[src/rtl/fft_trunc_pkg.sv]
// Shared widths, state encoding and defaults for the FFT truncation / expansion path.
package fft_trunc_pkg;

  localparam int CODE_W            = 11;
  localparam int WIDE_W            = 27;
  localparam int SHIFT_W           = 5;
  localparam int DEFAULT_MAX_SHIFT = 16;

  typedef enum logic {
    IDLE     = 1'b0,
    IN_FRAME = 1'b1
  } expander_state_t;

endpackage

[src/rtl/fft_expand_skid.sv]
// Generic one-output-register plus one-entry skid buffer on a valid/ready stream.
module fft_expand_skid #(
  parameter int W = 8
) (
  input  logic         clk,
  input  logic         rst_n,
  input  logic         s_valid_i,
  input  logic [W-1:0] s_data_i,
  output logic         s_ready_o,
  output logic         m_valid_o,
  output logic [W-1:0] m_data_o,
  input  logic         m_ready_i
);

  logic         out_valid_q;
  logic [W-1:0] out_data_q;
  logic         skid_valid_q;
  logic [W-1:0] skid_data_q;
  logic         s_accept;
  logic         out_free;

  // Ready comes straight from a flop so no combinational path runs from m_ready_i upstream.
  assign s_ready_o = !skid_valid_q;
  assign s_accept  = s_valid_i && s_ready_o;
  assign out_free  = !out_valid_q || m_ready_i;

  assign m_valid_o = out_valid_q;
  assign m_data_o  = out_data_q;

  // NOTE: the data registers are reset as well because the output word has a defined reset value.
  always_ff @(posedge clk or negedge rst_n) begin
    if (!rst_n) begin
      out_valid_q  <= 1'b0;
      out_data_q   <= '0;
      skid_valid_q <= 1'b0;
      skid_data_q  <= '0;
    end else if (out_free) begin
      if (skid_valid_q) begin
        out_data_q   <= skid_data_q;
        out_valid_q  <= 1'b1;
        skid_valid_q <= 1'b0;
      end else if (s_accept) begin
        out_data_q  <= s_data_i;
        out_valid_q <= 1'b1;
      end else begin
        out_valid_q <= 1'b0;
      end
    end else if (s_accept) begin
      skid_data_q  <= s_data_i;
      skid_valid_q <= 1'b1;
    end
  end

endmodule

[src/rtl/fft_sample_expander.sv]
// Expands 11-bit truncated FFT codes to 27-bit words with a per-frame exponent.
// Optional: define FFT_EXPAND_MIDPOINT_EN to add the half-LSB reconstruction bias.
module fft_sample_expander
  import fft_trunc_pkg::*;
#(
  parameter int FRAME_LEN = 64,
  parameter int MAX_SHIFT = DEFAULT_MAX_SHIFT
) (
  input  logic               clk,
  input  logic               rst_n,
  input  logic [CODE_W-1:0]  in_code,
  input  logic [SHIFT_W-1:0] in_shift,
  input  logic               in_valid,
  output logic               in_ready,
  output logic [WIDE_W-1:0]  out_data,
  output logic               out_last,
  output logic               out_valid,
  input  logic               out_ready,
  output logic               shift_err
);

  localparam int CNT_W = $clog2(FRAME_LEN);

  expander_state_t    state_q;
  logic [CNT_W-1:0]   cnt_q;
  logic [SHIFT_W-1:0] shift_q;
  logic               shift_err_q;

  logic               accept;
  logic               shift_over;
  logic [SHIFT_W-1:0] start_shift;
  logic [SHIFT_W-1:0] beat_shift;
  logic               beat_last;
  logic [WIDE_W-1:0]  beat_data;

  assign accept = in_valid && in_ready;

  // NOTE: every combinational output gets a default first, so no path leaves it unassigned (no latch).
  always_comb begin
    shift_over  = in_shift > SHIFT_W'(MAX_SHIFT);
    start_shift = shift_over ? SHIFT_W'(MAX_SHIFT) : in_shift;
    beat_shift  = (state_q == IDLE) ? start_shift : shift_q;
    beat_last   = (state_q == IN_FRAME) && (cnt_q == CNT_W'(FRAME_LEN - 1));
    beat_data   = WIDE_W'(in_code) << beat_shift;
`ifdef FFT_EXPAND_MIDPOINT_EN
    if (beat_shift != '0) begin
      beat_data = beat_data + (WIDE_W'(1) << (beat_shift - 1'b1));
    end
`endif
  end

  // NOTE: state registers use non-blocking assignments so all of them update from pre-edge values.
  always_ff @(posedge clk or negedge rst_n) begin
    if (!rst_n) begin
      state_q     <= IDLE;
      cnt_q       <= '0;
      shift_q     <= '0;
      shift_err_q <= 1'b0;
    end else begin
      shift_err_q <= 1'b0;
      case (state_q)
        IDLE: begin
          if (accept) begin
            shift_q     <= start_shift;
            shift_err_q <= shift_over;
            cnt_q       <= CNT_W'(1);
            state_q     <= IN_FRAME;
          end
        end
        IN_FRAME: begin
          if (accept) begin
            if (beat_last) begin
              cnt_q   <= '0;
              state_q <= IDLE;
            end else begin
              cnt_q <= cnt_q + 1'b1;
            end
          end
        end
        default: state_q <= IDLE;
      endcase
    end
  end

  assign shift_err = shift_err_q;

  fft_expand_skid #(
    .W (WIDE_W + 1)
  ) u_skid (
    .clk       (clk),
    .rst_n     (rst_n),
    .s_valid_i (in_valid),
    .s_data_i  ({beat_data, beat_last}),
    .s_ready_o (in_ready),
    .m_valid_o (out_valid),
    .m_data_o  ({out_data, out_last}),
    .m_ready_i (out_ready)
  );

endmodule
[config.mk]
export PLATFORM = sky130hd
export DESIGN_NAME = fft_sample_expander
export DESIGN_NICKNAME = d
export VERILOG_FILES = /design/src/rtl/fft_trunc_pkg.sv /design/src/rtl/fft_expand_skid.sv /design/src/rtl/fft_sample_expander.sv
export SDC_FILE = /design/constraint.sdc
export NUM_CORES = 1
export LEC_CHECK = 0
export ABC_CLOCK_PERIOD_IN_PS = 6900
export CAP_MARGIN = 25
export CELL_PAD_IN_SITES_DETAIL_PLACEMENT = 0
export CELL_PAD_IN_SITES_GLOBAL_PLACEMENT = 1
export CORE_MARGIN = 2
export CORE_UTILIZATION = 33
export DETAILED_ROUTE_END_ITERATION = 6
export PLACE_DENSITY_LB_ADDON = 0.1
export SETUP_SLACK_MARGIN = 0.02
export SLEW_MARGIN = 20
export SYNTH_ARGS = -nofsm -noshare
export SYNTH_HDL_FRONTEND = slang
export SYNTH_SLANG_ARGS = --single-unit
[constraint.sdc]
create_clock -name clk -period 6.9 [get_ports clk]
set_input_delay 1.035 -clock clk [delete_from_list [all_inputs] [get_ports clk]]
set_output_delay 1.035 -clock clk [all_outputs]
set_load 0.01 [all_outputs]
==> impl_metrics.py, run 1 <==
metrics = {
    "job": {
        "cap_violations": 0,
    },
    "placement": {
        "finalWeightedCongestion": 0.857,
        "port_buffers": 50,
        "hpwl_um": 9000,
        "place_ws_ns": 2.85,
        "placed_cells": 650,
    },
    "cts": {
        "numCtsBuffers": 9,
        "cts_sinks": 71,
        "cts_root_buf": "clkbuf_16",
        "post_cts_resized": 0,
        "clock_latency_ns": 0.34,
        "cts_setup_buffers": 0,
        "ctsHtreeMaxLevel": 3,
        "clockBufferDepth": 2,
        "cts_hold_buf": 0,
        "clkSlewWorstSetupHoldPaths_ns": 0.06,
        "cts_tree": "yes",
    },
    "synthesis": {
        "syn-instance-count": 476,
        "synth_edf_count": 0,
        "netlist.area_leader.share_pct": 43.8,
        "yosys.cell_count.top_type": "dfrtp_1",
        "yosysSeqAreaShare_pct": 43.8,
        "synth.distinct_cells": 56,
        "netlist_area_um2": 4050,
        "synth_seq_cells": 71,
        "synth-main-ff-cell": "dfrtp_1",
        "yosys-top-cells-area": "dfrtp_1 44%, nand2_1 6.4%, o21ai_0 5.3%",
        "syn_nets": 497,
        "ys_warn_count": 0,
        "synth-async-reset-ratio_pct": 100,
        "synth_common_cells": "71 x dfrtp_1, 69 x nand2_1, 46 x nor2_1",
        "yosys.area.top_type": "dfrtp_1",
        "avgSynthCellArea_um2": 8.52,
    },
    "sta": {
        "drv_slew": 0,
        "finalSetupTns_ns": 0,
        "finalWorstSetupSlack_ns": 3.19,
        "hold_violations": 0,
        "post-route-period-util_pct": 53.7,
        "setup_violations": 0,
        "post-route-min-period_ns": 3.71,
        "whs_ns": 0.474,
        "fmax_ghz": 0.270,
        "skew_ns": 0.00949,
        "relSlewSlack_pct": 35.9,
        "rsz0062_at_grt": "false",
        "tightest_slew_ns": 0.960,
    },
    "global_routing": {
        "grt_overflow": 0,
        "grt_pass1_wl_um": 20900,
        "grt_max_degree": 72,
        "grt_usage_pct": 20.7,
        "first_global_vias": 3743,
        "antenna_found_initial": 0,
    },
    "cells_and_area": {
        "fin_nets": 537,
        "antennaDiodeCount": 0,
        "area_delta_synth_final_pct": 23.9,
        "drive_gt1_share_pct": 7.68,
        "final_cells": 668,
    },
    "setup_path": {
        "critPathLaunchType": "primary input",
        "critPathMaxFanout": 28,
        "worstPathRequired_ns": 7.12,
        "end_kind": "register",
        "startpoint": "in_shift[4]",
        "r2r-start": "state_q",
        "arrival_ns": 3.93,
        "critPathKind": "in -> reg",
    },
    "drt": {
        "vias": 3831,
        "met2_length_um": 5710,
        "drc": 0,
        "drtAntennaViolNets": 0,
        "avgViaCountPerCell": 5.74,
        "drt-initial-drc-count": 271,
        "drt_first_pass_iters": 5,
        "dr_wl_met3_um": 743,
        "highest_layer": "met4",
        "wl_per_cell_um": 19.5,
        "wl_met1_um": 6320,
        "wirelength_um": 13000,
    },
    "die": {
        "rows": 40,
        "io_pins": 51,
        "die_w_um": 115,
        "fp.dieH_um": 115,
        "die_area_um2": 13200,
        "core_area_um2": 12000,
        "initial_utilization_pct": 33.8,
    },
    "pwr": {
        "powerDensity_nw_per_um2": 462,
        "p_total_mw": 2.32,
        "power_leakage_nw": 2.08,
        "vdd_drop_max_uv": 182,
    },
    "worst_hold_path": {
        "hp-start": "u_skid.skid_data_q[8]",
        "hold_path.class": "reg -> reg",
    },
    "outcome": {
        "outcome": "finished, final reports clean",
    },
}
==> power by group <==
part | internal [mW] | total (mW) | switching [mW]
Clock | 0.327 | 0.514 | 0.188
Sequential | 0.583 | 0.687 | 0.105
Combinational | 0.442 | 1.12 | 0.678
==> worst max-delay path, cell delays in order <==
cell and delay (ns):
clkdlybuf4s50_1 0.52, or3b_2 0.51, nand2_1 0.72, nor2_1 0.25
a221oi_4 0.38, o22ai_1 0.15, a221o_1 0.34
==> logic make-up (layout without fill, tap and decap cells) <==
kind of cell	Yosys count	in the layout	share of synthesized area (%)
buffers and inverters	36	81	3.73
flip-flops	71	71	43.8
AND/OR/NAND/NOR	191	191	21.8
multiplexers	10	10	2.90
adder cells (fa/ha/maj)	1	1	0.309
AO/OA/AOI/OAI	167	167	27.4
==> registers in the layout, summed over array words and instances, names as in the netlist <==
name,flops
u_skid.m_data_o,28
u_skid.skid_data_q,28
shift_err,1
cnt_q,6
u_skid.m_valid_o,1
state_q,1
shift_q,5
u_skid.skid_valid_q,1
==> through the flow <==
| step | area [um2] | utilization (%) |
|---|---|---|
| after floorplan | 4050 | - |
| after global placement | 4660 | 38.8 |
| after detailed placement | 4660 | 38.8 |
| after CTS | 4990 | 41.5 |
| after global routing | 5020 | 41.8 |
| final | 5020 | 41.8 |
==> layout make-up <==
class | count | area (um2)
Fill cell | 1236 | 6990
Multi-Input combinational cell | 369 | 2130
Sequential cell | 71 | 1780
Timing Repair Buffer | 61 | 598
Clock buffer | 11 | 243
Tap cell | 147 | 184
Clock inverter | 5 | 81.3
Inverter | 4 | 15.0
==> layer usage <==
metal / vias to the layer above / global-route usage [%]
met5: - / 0
met4: 0 / 7.87
met3: 20 / 3.43
met2: 124 / 31.6
met1: 1843 / 29.7
li1: 1844 / -
==> worst paths after layout <==
kind | cells after the start | to | slack, ns
min in group asynchronous | 1 | u_skid.skid_valid_q | 0.57
max reg2reg | 7 | u_skid.m_data_o[22] | 3.88
max | 7 | u_skid.m_data_o[22] | 3.19
min | 2 | u_skid.skid_data_q[8] | 0.47
max in group asynchronous | 2 | u_skid.m_data_o[4] | 5.77
min reg2reg | 2 | u_skid.skid_data_q[8] | 0.47
==> cells in the final DEF (no fill, tap or decap), types with 4 or more instances in the layout <==
master,count
a21o_1,5
o31ai_1,7
o21ai_0,42
nand2b_1,5
nand3_1,16
a31oi_1,17
a221o_1,5
nor4_1,4
and2_1,5
a21oi_1,29
nor2_1,46
clkdlybuf4s50_1,49
a32oi_1,5
o211ai_1,5
dfrtp_1,71
o21bai_1,4
inv_1,4
and3_1,15
nand2_1,69
mux2i_1,5
buf_4,10
a22o_1,4
a211oi_1,11
nor3_1,17
o22ai_1,7
clkbuf_16,9
mux2_2,4
(Power assumes the default switching activity.)
==> run 2, diff against run 1 <==
ABC_CLOCK_PERIOD_IN_PS = 3700   (was 6900)
clock period = 3.7 ns   (was 6.9 ns; I/O delays follow)
==> run 2 against run 1 <==
Against the previous run: via count up 1.1%; core utilization increased by 0.33 points; die area did not move; combinational power grew 88%; critical endpoint is now u_skid.m_data_o[18]; highest routed layer unchanged.
==> impl_metrics.py, run 2 (synthesis results as in run 1) <==
metrics = {
    "pwr": {
        "power_leakage_nw": 2.11,
        "p_total_mw": 4.30,
        "powerDensity_nw_per_um2": 849,
        "vdd_drop_max_uv": 337,
    },
    "drt": {
        "wirelength_um": 13000,
        "drc": 0,
        "drtAntennaViolNets": 0,
        "avgViaCountPerCell": 5.74,
        "drt_first_pass_iters": 5,
        "vias": 3873,
        "wl_per_cell_um": 19.2,
        "drt-initial-drc-count": 279,
    },
    "setup_path": {
        "worstPathRequired_ns": 3.89,
        "critPathKind": "in -> reg",
        "critical_path.max_stage_delay_ns": 0.60,
        "critPathMaxFanout": 16,
        "slowest_stage": "a221oi_1",
        "end_kind": "register",
        "path_common_cell": "a211oi_1",
        "crit_chain": "clkdlybuf4s50_1, or3b_2, and2_1, a211oi_1, o2bb2ai_1, a221oi_1, a211oi_1",
        "startpoint": "in_shift[4]",
        "r2r-start": "state_q",
        "critPathLaunchType": "primary input",
        "arrival_ns": 3.23,
    },
    "global_routing": {
        "grt_usage_pct": 20.7,
        "grt_max_degree": 72,
        "first_global_vias": 3679,
        "grt_overflow": 0,
        "antenna_found_initial": 0,
        "grt_pass1_wl_um": 20700,
    },
    "cells_and_area": {
        "final_common_cell": "dfrtp_1",
        "utilization_pct": 42.2,
        "drive_gt1_share_pct": 9.09,
        "area_delta_synth_final_pct": 24.9,
        "fin_nets": 544,
        "antennaDiodeCount": 0,
        "layout_common_cells": "71 x dfrtp_1, 69 x nand2_1, 49 x clkdlybuf4s50_1",
    },
    "placement": {
        "hpwl_um": 9170,
        "port_buffers": 50,
        "finalWeightedCongestion": 0.884,
    },
    "die": {
        "die_area_um2": 13200,
        "die_w_um": 115,
        "io_pins": 51,
        "initial_utilization_pct": 33.8,
        "fp.dieH_um": 115,
        "rows": 40,
        "core_area_um2": 12000,
    },
    "cts": {
        "clock_latency_ns": 0.34,
        "cts_hold_buf": 0,
        "post_cts_resized": 0,
        "clkSlewWorstSetupHoldPaths_ns": 0.06,
        "cts_root_buf": "clkbuf_16",
        "cts_sinks": 71,
        "clockBufferDepth": 2,
        "numCtsBuffers": 9,
        "cts_tree": "yes",
        "ctsHtreeMaxLevel": 3,
        "cts_setup_buffers": 0,
    },
    "sta": {
        "post-route-min-period_ns": 3.04,
        "setup_violations": 0,
        "hold_violations": 0,
        "rsz0062_at_grt": "false",
        "drv_slew": 0,
        "fmax_ghz": 0.329,
        "finalSetupTns_ns": 0,
        "relSlewSlack_pct": 32.3,
        "skew_ns": 0.0103,
        "tightest_slew_ns": 1.00,
        "post-route-period-util_pct": 82.1,
    },
    "worst_hold_path": {
        "hold_path.class": "in -> async",
    },
    "job": {
        "cap_violations": 0,
    },
    "outcome": {
        "outcome": "finished, final reports clean",
    },
}
[run 2: layer usage]
| layer | routed length, um | global-route usage (%) | up-vias |
|---|---|---|---|
| li1 | - | - | 1864 |
| met1 | 6460 | 30.5 | 1882 |
| met3 | 504 | 3.85 | 26 |
| met4 | 359 | 8.76 | 0 |
| met5 | 0 | 0 | - |
| met2 | 5650 | 29.7 | 101 |
[run 2: where the power goes]
part	total (mW)	switching, mW	internal (mW)
Clock	0.895	0.337	0.557
Combinational	2.11	1.26	0.853
Sequential	1.29	0.206	1.09
[run 2: final timing paths]
kind | to | slack, ns | cells past startpoint
worst max-delay path | u_skid.m_data_o[18] | 0.66 | 7
worst min-delay path | cnt_q[5] | 0.11 | 1
worst max register to register | u_skid.m_data_o[18] | 0.94 | 6
worst min register to register | u_skid.skid_data_q[3] | 0.47 | 2
max in group asynchronous | u_skid.skid_data_q[12] | 3.03 | 2
min in group clk | u_skid.skid_data_q[3] | 0.47 | 2
[run 2: critical path, delay by kind of cell]
family,cells,cell delay (ns)
AOI/OAI and AO/OA,4,1.26
buffers and inverters,1,0.52
and+or+nand+nor,2,0.89
[run 2: final cells by class]
| type | count | area [um2] |
|---|---|---|
| Inverter | 4 | 15.0 |
| Multi-Input combinational cell | 369 | 2130 |
| Timing Repair Buffer | 68 | 653 |
| Fill cell | 1247 | 6950 |
| Tap cell | 147 | 184 |
| Sequential cell | 71 | 1780 |
| Clock buffer | 11 | 253 |
| Clock inverter | 5 | 56.3 |
[run 2: per-stage QoR]
stage	setup slack [ns]	hold WS (ns)	cells	instance area [um2]
2_1_floorplan	1.37	0.259	476	4050
3_5_place_dp	0.350	0.463	658	4730
4_1_cts	0.723	0.394	674	5040
3_3_place_gp	0.487	0.454	658	4730
5_1_grt	0.491	0.129	675	5060
6_report	0.663	0.113	675	5060
